### src/rtl/boot_image_reader.sv
// boot_image_reader
// -----------------
// AXI4 read master that reads a loaded program image back out of memory.
// Each word is streamed out and added into a 32-bit checksum, which is then
// compared with an expected value. On a match the core reset is released
// after a fixed delay.
//
// Optional feature macro: BOOT_READER_SWAP_EN
//   defined     -> received words are byte-swapped before use
//   not defined -> m_rdata is used unmodified
//
// Ports:
//   aclk, areset            clock, synchronous active-high reset
//   start                   one-cycle pulse, begins a read-back
//   num_words, exp_sum      word count and expected checksum, sampled on start
//   m_ar*                   AXI4 read-address channel (INCR, 4-byte beats)
//   m_r*                    AXI4 read-data channel
//   word_valid/addr/data    registered per-word stream output
//   busy, done              run status (done is a one-cycle pulse)
//   pass, err               sticky result flags, cleared on start
//   sum                     running checksum
//   cpu_resetn              core reset, active-low; high only in RUN
module boot_image_reader #(
  parameter logic [31:0] P_ADDR_ENTRY    = 32'h0,
  parameter int unsigned P_BURST_LEN     = 16,
  parameter int unsigned P_RELEASE_DELAY = 5
) (
  input  logic        aclk,
  input  logic        areset,
  input  logic        start,
  input  logic [31:0] num_words,
  input  logic [31:0] exp_sum,
  output logic [31:0] m_araddr,
  output logic [7:0]  m_arlen,
  output logic [2:0]  m_arsize,
  output logic [1:0]  m_arburst,
  output logic        m_arvalid,
  input  logic        m_arready,
  input  logic [31:0] m_rdata,
  input  logic [1:0]  m_rresp,
  input  logic        m_rlast,
  input  logic        m_rvalid,
  output logic        m_rready,
  output logic        word_valid,
  output logic [31:0] word_addr,
  output logic [31:0] word_data,
  output logic        busy,
  output logic        done,
  output logic        pass,
  output logic        err,
  output logic [31:0] sum,
  output logic        cpu_resetn
);

  typedef enum logic [2:0] {
    S_IDLE,
    S_ADDR,
    S_DATA,
    S_CHECK,
    S_DELAY,
    S_RUN,
    S_FAIL
  } state_t;

  localparam logic [7:0] LEN_MAX = 8'(P_BURST_LEN - 1);

  state_t      state_q, state_d;
  logic [31:0] addr_q, addr_d;
  logic [31:0] remain_q, remain_d;
  logic [31:0] sum_q, sum_d;
  logic [31:0] exp_q, exp_d;
  logic        err_q, err_d;
  logic        pass_q, pass_d;
  logic        busy_q, busy_d;
  logic [7:0]  beat_q, beat_d;
  logic [7:0]  burst_q, burst_d;
  logic [31:0] dly_q, dly_d;
  logic        word_valid_q, word_valid_d;
  logic [31:0] word_addr_q, word_addr_d;
  logic [31:0] word_data_q, word_data_d;

  logic [31:0] rword;
  logic [31:0] remain_m1;
  logic [31:0] bound_m1;
  logic [7:0]  len_calc;
  logic        last_beat;
  logic        check_ok;

`ifdef BOOT_READER_SWAP_EN
  assign rword = {m_rdata[7:0], m_rdata[15:8], m_rdata[23:16], m_rdata[31:24]};
`else
  assign rword = m_rdata;
`endif

  // Burst length minus one: the smallest of the configured cap, the words
  // still to read and the words left before the next 4 KB boundary. The
  // inverted word index inside the page is exactly "words to boundary - 1".
  always_comb begin
    remain_m1 = remain_q - 32'd1;
    bound_m1  = {22'd0, ~addr_q[11:2]};
    len_calc  = LEN_MAX;
    if (bound_m1 < {24'd0, len_calc}) len_calc = ~addr_q[9:2];
    if (remain_m1 < {24'd0, len_calc}) len_calc = remain_m1[7:0];
  end

  assign last_beat = (beat_q == burst_q);
  assign check_ok  = (sum_q == exp_q) && !err_q;

  // Next-state logic. Beats are always counted to the computed burst length;
  // the slave's rlast is only compared against it to flag protocol errors.
  always_comb begin
    state_d      = state_q;
    addr_d       = addr_q;
    remain_d     = remain_q;
    sum_d        = sum_q;
    exp_d        = exp_q;
    err_d        = err_q;
    pass_d       = pass_q;
    busy_d       = busy_q;
    beat_d       = beat_q;
    burst_d      = burst_q;
    dly_d        = dly_q;
    word_valid_d = 1'b0;
    word_addr_d  = word_addr_q;
    word_data_d  = word_data_q;

    case (state_q)
      S_IDLE, S_FAIL: begin
        if (start) begin
          exp_d    = exp_sum;
          addr_d   = P_ADDR_ENTRY;
          remain_d = num_words;
          sum_d    = 32'd0;
          pass_d   = 1'b0;
          err_d    = 1'b0;
          busy_d   = 1'b1;
          state_d  = (num_words == 32'd0) ? S_CHECK : S_ADDR;
        end
      end

      S_ADDR: begin
        if (m_arready) begin
          burst_d = len_calc;
          beat_d  = 8'd0;
          state_d = S_DATA;
        end
      end

      S_DATA: begin
        if (m_rvalid) begin
          sum_d        = sum_q + rword;
          addr_d       = addr_q + 32'd4;
          remain_d     = remain_m1;
          beat_d       = beat_q + 8'd1;
          word_valid_d = 1'b1;
          word_addr_d  = addr_q;
          word_data_d  = rword;
          if ((m_rresp != 2'b00) || (m_rlast != last_beat)) err_d = 1'b1;
          if (last_beat) state_d = (remain_q == 32'd1) ? S_CHECK : S_ADDR;
        end
      end

      S_CHECK: begin
        pass_d = check_ok;
        busy_d = 1'b0;
        if (!check_ok) begin
          state_d = S_FAIL;
        end else if (P_RELEASE_DELAY <= 1) begin
          state_d = S_RUN;
        end else begin
          dly_d   = 32'd1;
          state_d = S_DELAY;
        end
      end

      // The CHECK cycle counts as the first delay cycle, so RUN is entered
      // exactly P_RELEASE_DELAY cycles after done.
      S_DELAY: begin
        if (dly_q >= 32'(P_RELEASE_DELAY - 1)) state_d = S_RUN;
        else dly_d = dly_q + 32'd1;
      end

      S_RUN: begin
        state_d = S_RUN;
      end

      default: state_d = S_IDLE;
    endcase
  end

  always_ff @(posedge aclk) begin
    if (areset) begin
      state_q      <= S_IDLE;
      addr_q       <= 32'd0;
      remain_q     <= 32'd0;
      sum_q        <= 32'd0;
      exp_q        <= 32'd0;
      err_q        <= 1'b0;
      pass_q       <= 1'b0;
      busy_q       <= 1'b0;
      beat_q       <= 8'd0;
      burst_q      <= 8'd0;
      dly_q        <= 32'd0;
      word_valid_q <= 1'b0;
      word_addr_q  <= 32'd0;
      word_data_q  <= 32'd0;
    end else begin
      state_q      <= state_d;
      addr_q       <= addr_d;
      remain_q     <= remain_d;
      sum_q        <= sum_d;
      exp_q        <= exp_d;
      err_q        <= err_d;
      pass_q       <= pass_d;
      busy_q       <= busy_d;
      beat_q       <= beat_d;
      burst_q      <= burst_d;
      dly_q        <= dly_d;
      word_valid_q <= word_valid_d;
      word_addr_q  <= word_addr_d;
      word_data_q  <= word_data_d;
    end
  end

  // AR fields come straight from registers that only change on a handshake,
  // so they stay stable while arvalid waits for arready.
  assign m_araddr   = addr_q;
  assign m_arlen    = (state_q == S_ADDR) ? len_calc : 8'd0;
  assign m_arsize   = 3'b010;
  assign m_arburst  = 2'b01;
  assign m_arvalid  = (state_q == S_ADDR);
  assign m_rready   = (state_q == S_DATA);
  assign word_valid = word_valid_q;
  assign word_addr  = word_addr_q;
  assign word_data  = word_data_q;
  assign busy       = busy_q;
  assign done       = (state_q == S_CHECK);
  assign pass       = pass_q;
  assign err        = err_q;
  assign sum        = sum_q;
  assign cpu_resetn = (state_q == S_RUN);

endmodule

### config.mk
export PLATFORM = sky130hd
export DESIGN_NAME = boot_image_reader
export DESIGN_NICKNAME = d
export VERILOG_FILES = /design/src/rtl/boot_image_reader.sv
export SDC_FILE = /design/constraint.sdc
export NUM_CORES = 1
export LEC_CHECK = 0
export CAP_MARGIN = 20
export CORE_ASPECT_RATIO = 0.6
export CORE_MARGIN = 2
export CORE_UTILIZATION = 30
export CTS_CLUSTER_SIZE = 25
export DETAILED_ROUTE_END_ITERATION = 10
export HOLD_SLACK_MARGIN = 0.02
export SLEW_MARGIN = 25
export SYNTH_ARGS = -nofsm -noshare
export SYNTH_HDL_FRONTEND = slang
export SYNTH_SLANG_ARGS = --single-unit
### constraint.sdc
create_clock -name aclk -period 14.1 [get_ports aclk]
set_input_delay 2.82 -clock aclk [delete_from_list [all_inputs] [get_ports aclk]]
set_output_delay 2.82 -clock aclk [all_outputs]
set_load 0.005 [all_outputs]
**Word level (Yosys, flattened, before mapping)**

Index checks and enable logic that the tools add are counted.

- $add $sub $neg: 5
- Multipliers: 0
- Div/mod/pow operators: 0
- Order comparisons: 3
- Equality and inequality tests: 18
- Shifts and indexed selects: 0
- Mux-type cells: 34
- Bitwise operators: 3
- Reduce and logical (&&, ||, !) cells: 21

Operators by type and width:

| kind | number |
|---|---|
| $pmux 32 s2 | 4 |
| $mux 32 | 7 |
| $mux 8 | 5 |
| $add 32x1->32 const B | 1 |
| $add 32x3->32 const B | 1 |
| $add 32x32->32 | 1 |
| $eq 32x1->1 const B | 1 |
| $eq 32x32->1 | 1 |
| $ge 32x3->1 const B | 1 |
| $logic_not 32->1 | 1 |
| $lt 32x8->1 | 1 |
| $sub 32x1->32 const B | 1 |
| $pmux 3 s6 | 1 |
| $pmux 8 s2 | 1 |
| $mux 3 | 5 |
| $lt 10x4->1 const B | 1 |
| $not 10->10 | 1 |
| $reduce_bool 2->1 | 5 |
| $eq 3x3->1 const B | 3 |
| $reduce_and 3->1 | 3 |
| $add 8x1->8 const B | 1 |
| $eq 8x8->1 | 1 |
| $ne 2x1->1 const B | 4 |
| $ne 2x2->1 const B | 4 |
| 16 further kinds | 29 |

- Bits in registers: 247
- Latch bits: 0
- Memory bits (writable): 0
- Bits in read-only memories: 0
- Word-level logic and storage cells: 98
- Memories kept: 0

**Longest topological paths before layout**

Gate-level depths: netlist of run 1.

- Depth in word-level cells: 6
- Gate-level depth with buffers: 18
- Gate-level depth less buffers: 16

**Worst setup path before layout of run 1**

Ideal clock, no wire load.

- Path kind: flip-flop to output port
- Start point: register remain_q[2]
- End point: output m_arlen[0]
- Arrival time: 3.896 ns
- Required time: 11.280 ns
- Slack: 7.384 ns
- Cell stages (with the launch flop): 17
- Path buffers: 3
- Path through: dfxtp_1 -> buf_2 -> or4_1 -> clkbuf_1 -> or4_1 -> xor2_1 -> inv_1 -> ha_1 -> or4_1 -> nor3_1 -> nand4_1 -> nor4bb_1 -> nand3_1 -> or4_1 -> buf_2 -> mux2_4 -> nor2_1

- Longest elaborated chain between the ends: 4

Ends and longest elaborated chain:

| what | RTL line | RTL |
|---|---|---|
| start, declared | 69 | `logic [31:0] remain_q, remain_d;` |
| start signal, assigned | 210 | `remain_q <= remain_d;` |
| $sub 32x1->32 | 99 | `remain_m1 = remain_q - 32'd1;` |
| $lt 32x8->1 | 103 | `if (remain_m1 < {24'd0, len_calc}) len_calc = remain_m1[7:0];` |
| $mux 8 | 103 |  |
| $mux 8 | 228 | `assign m_arlen = (state_q == S_ADDR) ? len_calc : 8'd0;` |
| end, declared | 34 | `output logic [7:0] m_arlen,` |

Every way passes these cells.

**Worst setup path in the final report of run 1**

- Start point: register remain_q[0]
- End point: output m_arlen[1]

- Longest elaborated chain between the ends: 4

Ends and longest elaborated chain:

| what | RTL line |
|---|---|
| $sub 32x1->32 * | 99 |
| $lt 32x8->1 | 103 |
| $mux 8 * | 103 |
| $mux 8 * | 228 |

Every way passes the cells marked *; elsewhere a longest branch is shown, timed or not.

==> metrics.csv, run 1 <==
metric;value;unit
status;finished, final reports clean;
top-count cell post-synth;nand2_1;
HP Class;register to register;
initial antenna violation count;0;
DRT iter0 DRCs;797;
TritonRoute pass-1 iters;5;
crit end category;primary output;
final wirelength;41320;um
# rows;57;
unrepaired setup endpoints after global routing;false;
Die X-Extent;264.3;um
Primary FF master, synth;dfxtp_1;
Total Nets Final;1899;
area share of the largest cell type after synthesis;39.87;%
Mapped Area;0.01220;sq mm
# fillers;4107;
cts hold-fix bufs;0;
Peak VDD IR;0.09131;mV
worst-margin pin slew;0.9077;ns
Post-synth EDFFs;0;
synthesized instance count;1541;
crit path max fanout;8;
post-route ant nets;0;
vias in the first global route;10990;
CTS max path bufs;3;
# DRC;0;
layout cells sized above 1;4.070;%
Ports;253;
sequential cell area fraction in the yosys report;39.87;%
Synth-to-Final Area Change;31.30;%
Initial Utilization;30.28;%
power per cell area;155.6;mW/mm^2
Period Utilization, post-route;58.60;%
power consumption;2.492;mW
CTS tree;yes;
Die Ht;160.2;um
Crit-path slowest cell;or4_1;
Async SR Flop Fraction;0;%
final hold vios;0;
register area;0.004865;sq mm
Layout Skew;0.01361;ns
max-cap viol count;0;
most used cell, CP;or4_1;
Mean Syn Cell Area;7.917;sq um
CP Class;register to primary output;
CTS Buf Count;27;
first-pass GRT wire length;64560;um
Synth top cells by count;nand2_1 (282), dfxtp_1 (243), a21oi_1 (182);
H-tree levels;1;
Post-CTS Setup Inserts;0;
CP Cell Sequence;or4_1 > or4_1 > xor2_1 > inv_1 > ha_1 > or4_1 > nor3_1 > nand4_1 > nor4bb_1 > nand3_1 > or4_1 > mux2_4 > nor2_1 > clkdlybuf4s50_1;
Antenna diodes;0;
Area contributors post-synth;dfxtp_1 (40%), nand2_1 (8.7%), a21oi_1 (7.5%), xor2_1 (5.2%), nor2_1 (4.9%);
Post-CTS Resized;0;
Synth cell types;68;
number of synthesis warnings;0;
min cycle time layout;8.262;ns
Die ar.;0.04235;sq mm
Slew HR;39.48;%
worst skew pair latency;0.56;ns
TNS Setup;0;ns
gr ovfl total;0;
PortBufs;243;
Fmax;0.1210;GHz
CTS Sinks;243;
Critical Path Source Type;register;
Worst-path clk slew;0.06;ns
core area;0.04029;sq mm
via total after detailed routing;11770;
post-synthesis sequential element count;243;
count of pins over their slew limit;0;
largest area contributor in the netlist;dfxtp_1;
Routability Congestion;0.8965;
critical path arrival;5.44;ns
Static Leak;6.059;nW
drt via density;5.116;
post-DR wirelength/cell;17.96;um
Max stage delay on crit path;0.72;ns
area of the multi-input gates;0.006939;sq mm
setup violators final;0;
root buf cell;clkbuf_16;
dpl hpwl;29610;um
Req. time, crit path;11.28;ns
GRT Overall Usage;19.09;%
largest net degree at the start of global routing;96;
[cell usage in the layout, fill, tap and decap left out, drive strengths merged, types with 32 or more instances in the layout]
cell type,synthesis,final
nor4,32,32
clkdlybuf4s50,0,242
xnor2,43,43
clkbuf,68,39
ha,45,45
xor2,72,72
o21ai,54,54
a21oi,182,182
nor2,159,159
nand2,282,282
dfxtp,243,243
[final timing paths]
path	start	cells after the start	to	slack (ns)
max	remain_q[0]	14	m_arlen[1]	5.84
min reg2reg	word_addr[6]	2	word_addr[6]	0.45
min	word_addr[6]	2	word_addr[6]	0.45
max reg2reg	remain_q[0]	13	burst_q[3]	9.60
[per-stage QoR]
stage / area [sq um] / utilization, % / setup WS, ns / std cells / hold slack [ns]
finish: 16020 / 39.75 / 5.838 / 2300 / 0.4529
global route: 16020 / 39.75 / 5.545 / 2300 / 0.4706
CTS: 16020 / 39.75 / 5.816 / 2300 / 0.4560
detailed placement: 15070 / 37.41 / 6.432 / 2251 / 0.4449
global placement: 15070 / 37.41 / 6.494 / 2251 / 0.4346
floorplan: 12240 / - / 7.384 / 1552 / 0.4222
[registers in the layout, indices dropped and copies added, names as in the netlist]
name and count:
beat_q 8, burst_q 8, busy 1, dly_q 32
err 1, exp_q 32, m_araddr 30, pass 1
remain_q 32, state_q 3, sum 32, word_addr 30
word_data 32, word_valid 1
[layout make-up]
type | instances | share of cell area (%)
tap | 531 | 4.147
clock inverter | 10 | 1.023
inverter | 26 | 0.6092
sequential | 243 | 30.37
timing repair buffer | 253 | 15.66
multi-input combinational | 1198 | 43.32
clock buffer | 39 | 4.874
[routing by layer]
metal / GRT usage, % / part of all wire [%]
met2: 27.64 / 41
met5: 0 / 0
met3: 4.410 / 7.1
met4: 3.719 / 1.7
met1: 28.62 / 50
[report_power, final]
part	internal [mW]	switching [mW]
logic	0.330	0.553
clock network	0.458	0.307
registers	0.759	0.0845
[worst max-delay path, delay by kind of cell, from the launching register on]
kind	cells	cell delay (ns)
AND/OR/NAND/NOR	9	3.05
buffers and inverters	2	0.63
flip-flops	1	0.39
multiplexers	1	0.38
XOR/XNOR	1	0.23
adder cells (fa/ha/maj)	1	0.21
[logic make-up after synthesis]
group                      count (synthesis)  synth area share (%)
DFF                                      243                 39.87
xor gates and xnor gates                 115                 8.256
muxes                                      9                0.8205
adders and majority gates                 46                 4.779
AOI/OAI and AO/OA                        357                 17.56
buffers and inverters                    111                 3.743
other                                      2               0.06156
and+or+nand+nor                          658                 24.91
Note: power is estimated with default switching activity, not from simulation.
==> inputs of run 2 (changes only) <==
clock period = 7.6 ns   (was 14.1 ns; I/O delays follow)
==> metrics.csv, run 2 (synthesized netlist as in run 1, its figures left out) <==
metric;value;unit;change
status;finished, final reports clean;;unchanged
Slew HR;38.01;%;was 39.48%
# fillers;4066;;was 4107
setup violators final;0;;unchanged
cts hold-fix bufs;0;;unchanged
flop2flop setup slack;3.15;ns;was 9.60 ns
post-DR wirelength/cell;18.18;um;was 17.96 um
PortBufs;243;;unchanged
via total after detailed routing;11830;;was 11770
RR Endpoint;burst_q[0];;was burst_q[3]
Period Utilization, post-route;91.57;%;
final hold vios;0;;unchanged
Crit-path slowest cell;or4_1;;unchanged
Critical Path Source Type;register;;unchanged
Post-CTS Resized;0;;unchanged
# rows;57;;unchanged
TNS Setup;0;ns;unchanged
worst-margin pin slew;0.9298;ns;was 0.9077 ns
Total Nets Final;1899;;unchanged
Area after DPL;0.01508;sq mm;was 0.01507 sq mm
Post-CTS Setup Inserts;0;;unchanged
worst skew pair latency;0.57;ns;was 0.56 ns
hold path startpoint;word_addr[18];;was word_addr[6]
area of the multi-input gates;0.006942;sq mm;was 0.006939 sq mm
reg-to-reg startpoint;remain_q[0];;unchanged
drt via density;5.145;;was 5.116
HP Class;register to register;;unchanged
power consumption;4.606;mW;was 2.492 mW
CTS tree;yes;;unchanged
Die Ht;160.2;um;unchanged
H-tree levels;1;;unchanged
Hold EP;word_addr[18];;was word_addr[6]
min cycle time layout;6.959;ns;
count of pins over their slew limit;0;;unchanged
register area;0.004865;sq mm;unchanged
Req. time, crit path;6.08;ns;was 11.28 ns
CP Class;register to primary output;;unchanged
Peak VDD IR;0.1663;mV;was 0.09131 mV
most common cell after layout, fill and taps aside;nand2_1;;unchanged
Initial Utilization;30.28;%;unchanged
crit end category;primary output;;unchanged
core area;0.04029;sq mm;unchanged
Worst-path clk slew;0.06;ns;about the same
gr ovfl total;0;;unchanged
post-route ant nets;0;;unchanged
final worst slack;0.6410;ns;was 5.838 ns
Layout Skew;0.02492;ns;was 0.01361 ns
Reg2Reg Depth;13;;unchanged
Static Leak;6.036;nW;was 6.059 nW
power per cell area;288.1;mW/mm^2;was 155.6 mW/mm^2
layout cells sized above 1;4.075;%;was 4.070%
max-cap viol count;0;;unchanged
critical path arrival;5.44;ns;about the same
Die X-Extent;264.3;um;unchanged
Routability Congestion;0.8850;;was 0.8965
pre-CTS setup slack;1.224;ns;was 6.432 ns
initial antenna violation count;1;;was 0
final wirelength;41790;um;was 41320 um
most frequent cells in the layout;nand2_1 (280), dfxtp_1 (243), clkdlybuf4s50_1 (242), a21oi_1 (182), nor2_1 (158);;was nand2_1 (281), dfxtp_1 (243), clkdlybuf4s50_1 (242), a21oi_1 (182), nor2_1 (158)
CTS Buf Count;27;;unchanged
# DRC;0;;unchanged
Max stage delay on crit path;0.73;ns;was 0.72 ns
vias in the first global route;10950;;was 10990
most used cell, CP;or4_1;;unchanged
Fmax;0.1437;GHz;
GRT Overall Usage;19.30;%;was 19.09%
dpl hpwl;29980;um;was 29610 um
CP Cell Sequence;or4_1 > or4_1 > xor2_1 > inv_1 > ha_1 > or4_1 > nor3_1 > nand4_1 > nor4bb_1 > nand3_1 > or4_1 > mux2_4 > nor2_1 > clkdlybuf4s50_1;;unchanged
largest net degree at the start of global routing;75;;was 96
Synth-to-Final Area Change;31.06;%;was 31.30%
DRT iter0 DRCs;855;;was 797
Ports;253;;unchanged
worst hold stages;2;;unchanged
Die ar.;0.04235;sq mm;unchanged
TritonRoute pass-1 iters;7;;was 5
crit path max fanout;8;;unchanged
first-pass GRT wire length;65000;um;was 64560 um
unrepaired setup endpoints after global routing;false;;unchanged
CTS max path bufs;3;;unchanged
CTS Sinks;243;;unchanged
root buf cell;clkbuf_16;;unchanged
design area;0.01599;sq mm;was 0.01602 sq mm
==> run 2: per-layer routing <==
layer / vias to the layer above / track usage (%) / part of all wire (%)
met3: 48 / 3.377 / 5.7
met5: - / 0 / 0
met4: 0 / 4.132 / 1.9
met1: 5674 / 29.72 / 51
li1: 5799 / - / -
met2: 307 / 27.60 / 41
==> run 2: final cells by class <==
| type | instances | area share (%) |
|---|---|---|
| well taps | 531 | 4.155 |
| multi-input cells | 1198 | 43.41 |
| clock buffers | 35 | 4.601 |
| clock inverters | 12 | 1.095 |
| repair buffers | 253 | 15.69 |
| inverters | 26 | 0.6103 |
| flip-flops and latches | 243 | 30.42 |
| diodes | 1 | 0.01565 |
==> run 2: worst max-delay path by stage <==
stage	start	end	depth (start not counted)
CTS	remain_q[0]	m_arlen[0]	14
global route	remain_q[0]	m_arlen[0]	14
finish	remain_q[0]	m_arlen[0]	14
detailed placement	remain_q[0]	m_arlen[0]	14
global placement	remain_q[0]	m_arlen[0]	14
floorplan	remain_q[2]	m_arlen[0]	16
==> run 2: report_power, final <==
part	internal (mW)	switching (mW)	leakage (nW)
registers	1.41	0.155	1.97
clock network	0.818	0.573	0.443
logic	0.615	1.04	3.62
==> run 2: worst max-delay path, delay by kind of cell (launching register included) <==
| family | cells | cell delay, ns |
|---|---|---|
| muxes | 1 | 0.39 |
| adders and majority gates | 1 | 0.21 |
| and+or+nand+nor | 9 | 3.02 |
| buffers and inverters | 2 | 0.63 |
| xor gates and xnor gates | 1 | 0.23 |
| DFF | 1 | 0.38 |
==> run 2: per-stage QoR <==
step	utilization (%)	instances	hold WS [ns]
floorplan	-	1552	0.4222
global placement	37.42	2251	0.4412
detailed placement	37.42	2251	0.4399
CTS	39.68	2298	0.4551
global route	39.68	2299	0.4744
finish	39.68	2299	0.4525
